`config.mk`:
```
export PLATFORM = sky130hd
export DESIGN_NAME = egress_pop_arbiter
export DESIGN_NICKNAME = d
export VERILOG_FILES = /design/src/rtl/egress_pkg.sv /design/src/rtl/rr_arbiter2.sv /design/src/rtl/egress_pop_arbiter.sv
export SDC_FILE = /design/constraint.sdc
export NUM_CORES = 1
export LEC_CHECK = 0
export CAP_MARGIN = 15
export CELL_PAD_IN_SITES_DETAIL_PLACEMENT = 0
export CELL_PAD_IN_SITES_GLOBAL_PLACEMENT = 2
export CORE_MARGIN = 2
export CORE_UTILIZATION = 23
export DETAILED_ROUTE_END_ITERATION = 8
export GPL_ROUTABILITY_DRIVEN = 0
export GPL_TIMING_DRIVEN = 0
export PLACE_DENSITY_LB_ADDON = 0.15
export RECOVER_POWER = 50
export SYNTH_ARGS = -nofsm -noshare
export SYNTH_HDL_FRONTEND = slang
export SYNTH_SLANG_ARGS = --single-unit
export TNS_END_PERCENT = 100
```
`constraint.sdc`:
```
create_clock -name clk -period 2.53 [get_ports clk]
set_input_delay 0.506 -clock clk [delete_from_list [all_inputs] [get_ports clk]]
set_output_delay 0.506 -clock clk [all_outputs]
set_load 0.01 [all_outputs]
```
`src/rtl/egress_pkg.sv`:
```
// Shared types and constants for the egress pop arbiter slice.
// Latency: n/a (declarations only).
// Backpressure: n/a (declarations only).
package egress_pkg;

  typedef enum logic [1:0] {
    RESET  = 2'd0,
    INIT   = 2'd1,
    ACTIVE = 2'd2,
    ERROR  = 2'd3
  } state_t;

  localparam logic DEST_D0 = 1'b0;
  localparam logic DEST_D1 = 1'b1;

  localparam int DEF_DATA_WIDTH   = 6;
  localparam int DEF_CREDIT_WIDTH = 3;
  localparam int DEF_MAX_CREDITS  = 4;

endpackage

```
`src/rtl/rr_arbiter2.sv`:
```
// Two-requester grant with last_grant history; ARB_FIXED_PRIO_EN selects fixed D0 priority.
// Latency: grant is combinational; last_grant updates on the clock after each grant.
// Backpressure: en low forces both grants low (caller folds in state and credit checks).
import egress_pkg::*;

module rr_arbiter2 (
  input  logic clk,
  input  logic reset,
  input  logic en,
  input  logic req0,
  input  logic req1,
  output logic gnt0,
  output logic gnt1
);

`ifdef ARB_FIXED_PRIO_EN
  // Fixed priority: D0 always wins a tie, no history kept.
  always_comb begin
    gnt0 = en & req0;
    gnt1 = en & req1 & ~req0;
  end
`else
  logic last_grant;

  // Round-robin: on a tie, grant the requester that did not win last time.
  always_comb begin
    gnt0 = 1'b0;
    gnt1 = 1'b0;
    if (en) begin
      if (req0 && req1) begin
        if (last_grant == DEST_D1) gnt0 = 1'b1;
        else                       gnt1 = 1'b1;
      end else begin
        gnt0 = req0;
        gnt1 = req1;
      end
    end
  end

  // History starts at D1 so that D0 wins the first tie after reset.
  always_ff @(posedge clk) begin
    if (reset)     last_grant <= DEST_D1;
    else if (gnt0) last_grant <= DEST_D0;
    else if (gnt1) last_grant <= DEST_D1;
  end
`endif

endmodule

```
`src/rtl/egress_pop_arbiter.sv`:
```
// Pops D0/D1 under credit control and registers one tagged word per cycle onto the egress link.
// Latency: pop in cycle N -> FIFO data in N+1 -> data_out/valid_out/dest_out in N+2.
// Backpressure: credit based, no pop at zero credits or outside ACTIVE; ARB_FIXED_PRIO_EN picks fixed priority.
import egress_pkg::*;

module egress_pop_arbiter #(
  parameter int DATA_WIDTH   = DEF_DATA_WIDTH,
  parameter int CREDIT_WIDTH = DEF_CREDIT_WIDTH,
  parameter int MAX_CREDITS  = DEF_MAX_CREDITS
) (
  input  logic                    clk,
  input  logic                    reset,
  input  logic                    init,
  input  logic [DATA_WIDTH-1:0]   data_in_D0,
  input  logic [DATA_WIDTH-1:0]   data_in_D1,
  input  logic                    empty_D0,
  input  logic                    empty_D1,
  input  logic                    credit_return,
  output logic                    D0_pop,
  output logic                    D1_pop,
  output logic [DATA_WIDTH-1:0]   data_out,
  output logic                    valid_out,
  output logic                    dest_out,
  output logic [CREDIT_WIDTH-1:0] credits,
  output logic                    idle_out,
  output logic                    active_out,
  output logic                    error_out
);

  localparam logic [CREDIT_WIDTH-1:0] MAX_CR = CREDIT_WIDTH'(MAX_CREDITS);

  state_t                  state_q, state_d;
  logic [CREDIT_WIDTH-1:0] credits_q;
  logic                    err_q;
  logic                    pend_vld_q;
  logic                    pend_dest_q;
  logic                    pop_en;
  logic                    pop_any;
  logic                    overflow;

  assign pop_en   = (state_q == ACTIVE) && (credits_q != '0);
  assign pop_any  = D0_pop | D1_pop;
  // A return with the counter already full and nothing consumed means the partner lied.
  assign overflow = (state_q == ACTIVE) && credit_return && !pop_any && (credits_q == MAX_CR);

  rr_arbiter2 u_arb (
    .clk   (clk),
    .reset (reset),
    .en    (pop_en),
    .req0  (~empty_D0),
    .req1  (~empty_D1),
    .gnt0  (D0_pop),
    .gnt1  (D1_pop)
  );

  // State register.
  always_ff @(posedge clk) begin
    if (reset) state_q <= RESET;
    else       state_q <= state_d;
  end

  // Next-state logic; ERROR is only left through reset.
  always_comb begin
    state_d = state_q;
    case (state_q)
      RESET:   state_d = INIT;
      INIT:    if (init) state_d = ACTIVE;
      ACTIVE:  if (overflow) state_d = ERROR;
      ERROR:   state_d = ERROR;
      default: state_d = RESET;
    endcase
  end

  // Credit counter: loaded on entering ACTIVE, moves only while ACTIVE, saturates at MAX_CR.
  always_ff @(posedge clk) begin
    if (reset) begin
      credits_q <= '0;
    end else if (state_q == INIT && init) begin
      credits_q <= MAX_CR;
    end else if (state_q == ACTIVE) begin
      if (pop_any && !credit_return)
        credits_q <= credits_q - 1'b1;
      else if (!pop_any && credit_return && credits_q != MAX_CR)
        credits_q <= credits_q + 1'b1;
    end
  end

  // Sticky overflow flag.
  always_ff @(posedge clk) begin
    if (reset)         err_q <= 1'b0;
    else if (overflow) err_q <= 1'b1;
  end

  // Two-stage pipeline: remember the pop source, then capture the FIFO word a cycle later.
  always_ff @(posedge clk) begin
    if (reset) begin
      pend_vld_q  <= 1'b0;
      pend_dest_q <= DEST_D0;
      valid_out   <= 1'b0;
      dest_out    <= DEST_D0;
      data_out    <= '0;
    end else begin
      pend_vld_q  <= pop_any;
      pend_dest_q <= D1_pop ? DEST_D1 : DEST_D0;
      valid_out   <= pend_vld_q;
      if (pend_vld_q) begin
        dest_out <= pend_dest_q;
        data_out <= (pend_dest_q == DEST_D1) ? data_in_D1 : data_in_D0;
      end
    end
  end

  assign credits    = credits_q;
  assign error_out  = err_q;
  assign active_out = (state_q == ACTIVE);
  assign idle_out   = (state_q == ACTIVE) && empty_D0 && empty_D1 && !pend_vld_q;

endmodule

```
== Word level (Yosys, flattened, before mapping) ==
Cells that the tools add are included.
Word-level totals
  flip-flop bits (word level): 17
  input port bits: 18
Cells by class
  add/sub/neg operators: 2
  equality and inequality tests: 7
  muxes and demuxes: 17
  bitwise operators: 3
  reduce and logical (&&, ||, !) cells: 25
Operator list (number)
  logical AND 1 bit: 12
  two-way mux 3 bit: 4
  two-way mux 1 bit: 9
  case mux 2 bit (4 select lines): 1
  two-way mux 6 bit: 1
  AND reduction 2 bit: 3
  nonzero test 2 bit: 3
  nonzero test 3 bit: 2
  == test 2 bit (second input constant): 2
  two-way mux 2 bit: 2
  adder 3 x 1 -> 3 bit (second input constant): 1
  == test 3 bit (second input constant): 1
  zero test 1 bit: 3
  != test 3 bit (second input constant): 1
  subtractor 3 x 1 -> 3 bit (second input constant): 1
  == test 2 x 1 -> 1 bit (second input constant): 1
  zero test 2 bit: 1
  != test 2 x 1 -> 1 bit (second input constant): 1
  != test 2 bit (second input constant): 1
  NOT 1 bit: 2
  OR reduction 2 bit: 1
  bitwise OR 1 bit: 1

== Longest topological paths before layout ==
  depth in word-level cells: 12
  depth in mapped cells: 9

== Modules after synthesis ==
Synthesis repeated with hierarchy kept, for this count alone.
Unflattened totals
  cell total of the unflattened synthesis: 89
  area, all modules: 783.3 µm²
By module, submodules not included
  egress_pop_arbiter: times used 1, cells an instance 81, area an instance 724.4 µm², seq. area each 320.3 µm²
  rr_arbiter2: times used 1, cells an instance 8, area an instance 58.8 µm², seq. area each 20.0 µm²

== Worst setup path before layout ==
No wires, ideal clock.
  path kind: reg-to-reg
  start point: reg state_q[0]
  end point: reg credits_q[2], in the netlist credits[2]
  setup time: 133 ps
  arrival time: 2214 ps
  data required time: 2397 ps
  setup slack: 183 ps
  cell stages (with the launch flop): 9
  buffers on the path: 0
  clock period less this slack: 2347 ps
  path through: dfxtp_1 > nand2b_1 > inv_1 > o31ai_1 > or3_2 > fa_1 > or3_1 > o311ai_0 > a31oi_1
Between the ends
  cells in the longest elaborated chain, start to end: 9
  elaborated cells on any way between the ends: 17
  classes of those cells: eq/ne: 2; mux: 5; bitwise: 1; reduce/logical: 9
RTL lines
  start: declaration: line egress_pop_arbiter.sv:32  | state_t state_q, state_d;
  start signal: assignment: line egress_pop_arbiter.sv:59  | else state_q <= state_d;
  == test 2 bit (*)
  via active_out: line egress_pop_arbiter.sv:26  | output logic active_out,
  logical AND 1 bit: line egress_pop_arbiter.sv:41  | assign pop_en = (state_q == ACTIVE) && (credits_q != '0);
  two-way mux 1 bit: line rr_arbiter2.sv:29  | if (en) begin
  bitwise OR 1 bit: line egress_pop_arbiter.sv:42  | assign pop_any = D0_pop | D1_pop;
  zero test 1 bit: line egress_pop_arbiter.sv:83  | else if (!pop_any && credit_return && credits_q != MAX_CR)
  logical AND 1 bit (2 in a row): line egress_pop_arbiter.sv:83
  nonzero test 3 bit (no line)
  AND reduction 2 bit (no line)
  end signal: assignment: line egress_pop_arbiter.sv:82  | credits_q <= credits_q - 1'b1;
  end signal: assignment: line egress_pop_arbiter.sv:84  | credits_q <= credits_q + 1'b1;
  end: declaration: line egress_pop_arbiter.sv:33  | logic [CREDIT_WIDTH-1:0] credits_q;
The timed path passes the listed nets; every way through them passes the cells marked *. The select of a mux whose other input is x is not followed.
A chain may end at the register's enable or synchronous reset.

== Final worst setup path ==
  start point: in credit_return
  end point: reg credits_q[2], in the netlist credits[2]
Between the ends
  cells in the longest elaborated chain, start to end: 5
  elaborated cells on any way between the ends: 9
  classes of those cells: mux: 3; reduce/logical: 6
RTL lines
  start: declaration: line egress_pop_arbiter.sv:18  | input logic credit_return,
  zero test 1 bit: line egress_pop_arbiter.sv:81  | if (pop_any && !credit_return)
  logical AND 1 bit: line egress_pop_arbiter.sv:81
  two-way mux 3 bit: line egress_pop_arbiter.sv:81
  two-way mux 3 bit: line egress_pop_arbiter.sv:80  | end else if (state_q == ACTIVE) begin
  two-way mux 3 bit: line egress_pop_arbiter.sv:78  | end else if (state_q == INIT && init) begin
Several ways; a longest one is shown, not always the timed one. The select of a mux whose other input is x is not followed.

==> metrics.txt <==
status=finished clean; reg2reg path depth=8; chip height=63.5 um; Die W=63.5 um; Tot Pwr=0.536 mW; Reg clk slew, reported paths=0.11 ns; Hold Crit Class=reg -> reg; largest area contributor in the netlist=dfxtp_1; r2r startpoint=state_q[0]; Via density=between 4 and 5; commonest non-fill, non-tap cell in the layout=clkdlybuf4s50_1; Peak Freq=422 MHz; Final period util=about 94%; worst skew pair latency=~0.3 ns; FP Rows=21; Clock Skews=0.0102 ns; Initial Utilization=24.2%; CTS tree=yes; Yosys top cell area share=approximately two fifths; most area-consuming cells after synthesis=dfxtp_1, mux2i_1, a211oi_1; CP Launch Point=credit_return; DP Wirelength=~1.6 mm; syn nets=110; final setup violating endpoints=0; worst-margin pin slew=0.474 ns; I/O Buffers=32; Routed wire per std cell=11.9 um; largest net degree at the start of global routing=11; Core ar.=between 3000 and 4000 sq um; Seq cells post-synth=17; # DRC=0; DR vias=781; Final Max Tran Viols=0; drt first pass iters=3; Setup TNS=0 ns; Synth cell types=33; first-pass GRT wire length=~3.6 mm; cts hold-fix bufs=0; Total Routing Usage GR=11.5%; critical path type=in -> reg; CP required=2.71 ns; io pins=34; number of synthesis warnings=0; critical path capture point type=flip-flop; register area share after synthesis=41.8%; synthesized instance count=about 90; worst setup path end=credits[2]; Final #Nets=149; RSZ-0062 raised after global routing=false; full die area=4030 sq um; TritonCTS Sinks=17; synthesized area per cell=8.94 sq um; total routed wirelength=2.09 mm; Crit Path Max Fanout=8; Worst slew margin=68.4%; vias in the first global route=about 780; Reg2Reg Setup Slack=0.20 ns; Antenna diodes=0; crit path time final=2.37 ns; crit start category=input port; total CTS buffers=3; most frequent cells in the layout=clkdlybuf4s50_1, dfxtp_1, nor2_1; hold violation count in the final report=0; synthesized cell area=813 sq um; CTS root buffer=clkbuf_4; pwr dens=430 nW/um^2; share of layout cells above drive strength 1=9.30%; initial antenna violation count=0; peak supply drop=0.000196 V; # fillers=378; MaxCap Viol Count=0; clk buf depth=2; FF-to-FF End=credits[2]; utilization after layout=about 37%; CTS H-tree lvls=1; Antenna Nets Post-Route=0; DR iter-0 viols=28; worst path arrival time=2.55 ns; GRT Residual Overflow=0; leakage power=0.414 nW; Layout area overhead=53.2%
-- worst min path at each step --
| stage | depth (start not counted) | startpoint | slack [ns] | endpoint |
|---|---|---|---|---|
| after floorplan | 2 | state_q[1] | 0.46 | state_q[1] |
| after global placement | 2 | data_out[1] | 0.47 | data_out[1] |
| after detailed placement | 2 | data_out[0] | 0.48 | data_out[0] |
| after CTS | 2 | data_out[0] | 0.49 | data_out[0] |
| after global routing | 2 | data_out[1] | 0.52 | data_out[1] |
| final | 2 | data_out[0] | 0.48 | data_out[0] |
-- through the flow --
| stage | setup WS [ns] | area (sq um) | hold slack (ns) | instances |
|---|---|---|---|---|
| after floorplan | 0.183 | 813 | 0.460 | 91 |
| after global placement | -0.408 | 1190 | 0.472 | 169 |
| after detailed placement | -0.399 | 1190 | 0.476 | 169 |
| after CTS | 0.0243 | 1220 | 0.490 | 173 |
| after global routing | 0.0460 | 1250 | 0.521 | 175 |
| final | 0.160 | 1250 | 0.485 | 175 |
-- metal layers --
metal	up-vias	track usage [%]	wire length (um)
li1	403	-	-
met1	354	14.6	1020
met2	19	17.8	929
met3	5	3.39	100
met4	0	5.71	40
met5	-	0	0
-- what timing repair did --
item / 4_1_cts / 5_1_grt
cloned: 0 / 0
setup endpoints to repair: 3 / 3
pin swaps: 0 / 1
gates resized for setup: 3 / 4
buffers inserted: 0 / 2
-- flip-flops by register name, indices dropped and copies added (netlist names) --
name / cells
pend_vld_q: 1
error_out: 1
state_q: 2
pend_dest_q: 1
credits: 3
dest_out: 1
data_out: 6
valid_out: 1
u_arb.last_grant: 1
-- critical path: stages --
cell	delay, ns
clkdlybuf4s50_1	0.54
or3_2	0.54
fa_2	0.36
or3_1	0.37
o311ai_0	0.11
a31oi_1	0.12
-- cell families (layout without fill, tap and decap cells) --
logic type	Yosys count	after routing	share of synthesized area [%]
buffers and inverters	10	48	5.54
and+or+nand+nor	34	34	21.2
muxes	8	8	10.0
DFF	17	17	41.8
xor gates and xnor gates	1	1	1.08
adders and majority gates	1	1	2.46
AOI/OAI and AO/OA	20	20	17.8
-- power by group --
part	switching, mW	total [mW]	internal (mW)
Clock	0.0892	0.151	0.0614
Sequential	0.0114	0.288	0.276
Combinational	0.0425	0.0975	0.0550
Total	0.143	0.536	0.393
-- final cells by class --
cell class / instances / area (sq um) / share of cell area, %
Sequential cell: 17 / 340 / 27.3
Multi-Input combinational cell: 64 / 444 / 35.6
Timing Repair Buffer: 34 / 333 / 26.7
Buffer: 5 / 26.3 / 2.11
Clock buffer: 4 / 26.3 / 2.11
Inverter: 5 / 18.8 / 1.51
Tap cell: 46 / 57.6 / 4.62
-- cell usage after synthesis --
| cell type | instances |
|---|---|
| a211o_1 | 1 |
| a211oi_1 | 7 |
| a21oi_1 | 3 |
| a31oi_1 | 1 |
| and2_4 | 1 |
| and2b_1 | 1 |
| and3_1 | 1 |
| buf_6 | 1 |
| clkbuf_1 | 4 |
| clkinv_1 | 1 |
| dfxtp_1 | 17 |
| fa_1 | 1 |
| inv_1 | 4 |
| mux2_1 | 1 |
| mux2i_1 | 7 |
| nand2_1 | 4 |
| nand2b_1 | 1 |
| nand3b_1 | 1 |
| nand4_1 | 1 |
| nor2_1 | 12 |
| nor2b_1 | 1 |
| nor3_1 | 6 |
| nor4_1 | 2 |
| o211a_1 | 1 |
| o211ai_1 | 1 |
| o21ai_0 | 2 |
| o21ba_2 | 1 |
| o311ai_0 | 2 |
| o31ai_1 | 1 |
| or3_1 | 1 |
| or3_2 | 1 |
| or4_1 | 1 |
| xnor2_1 | 1 |
(Power assumes the default switching activity.)
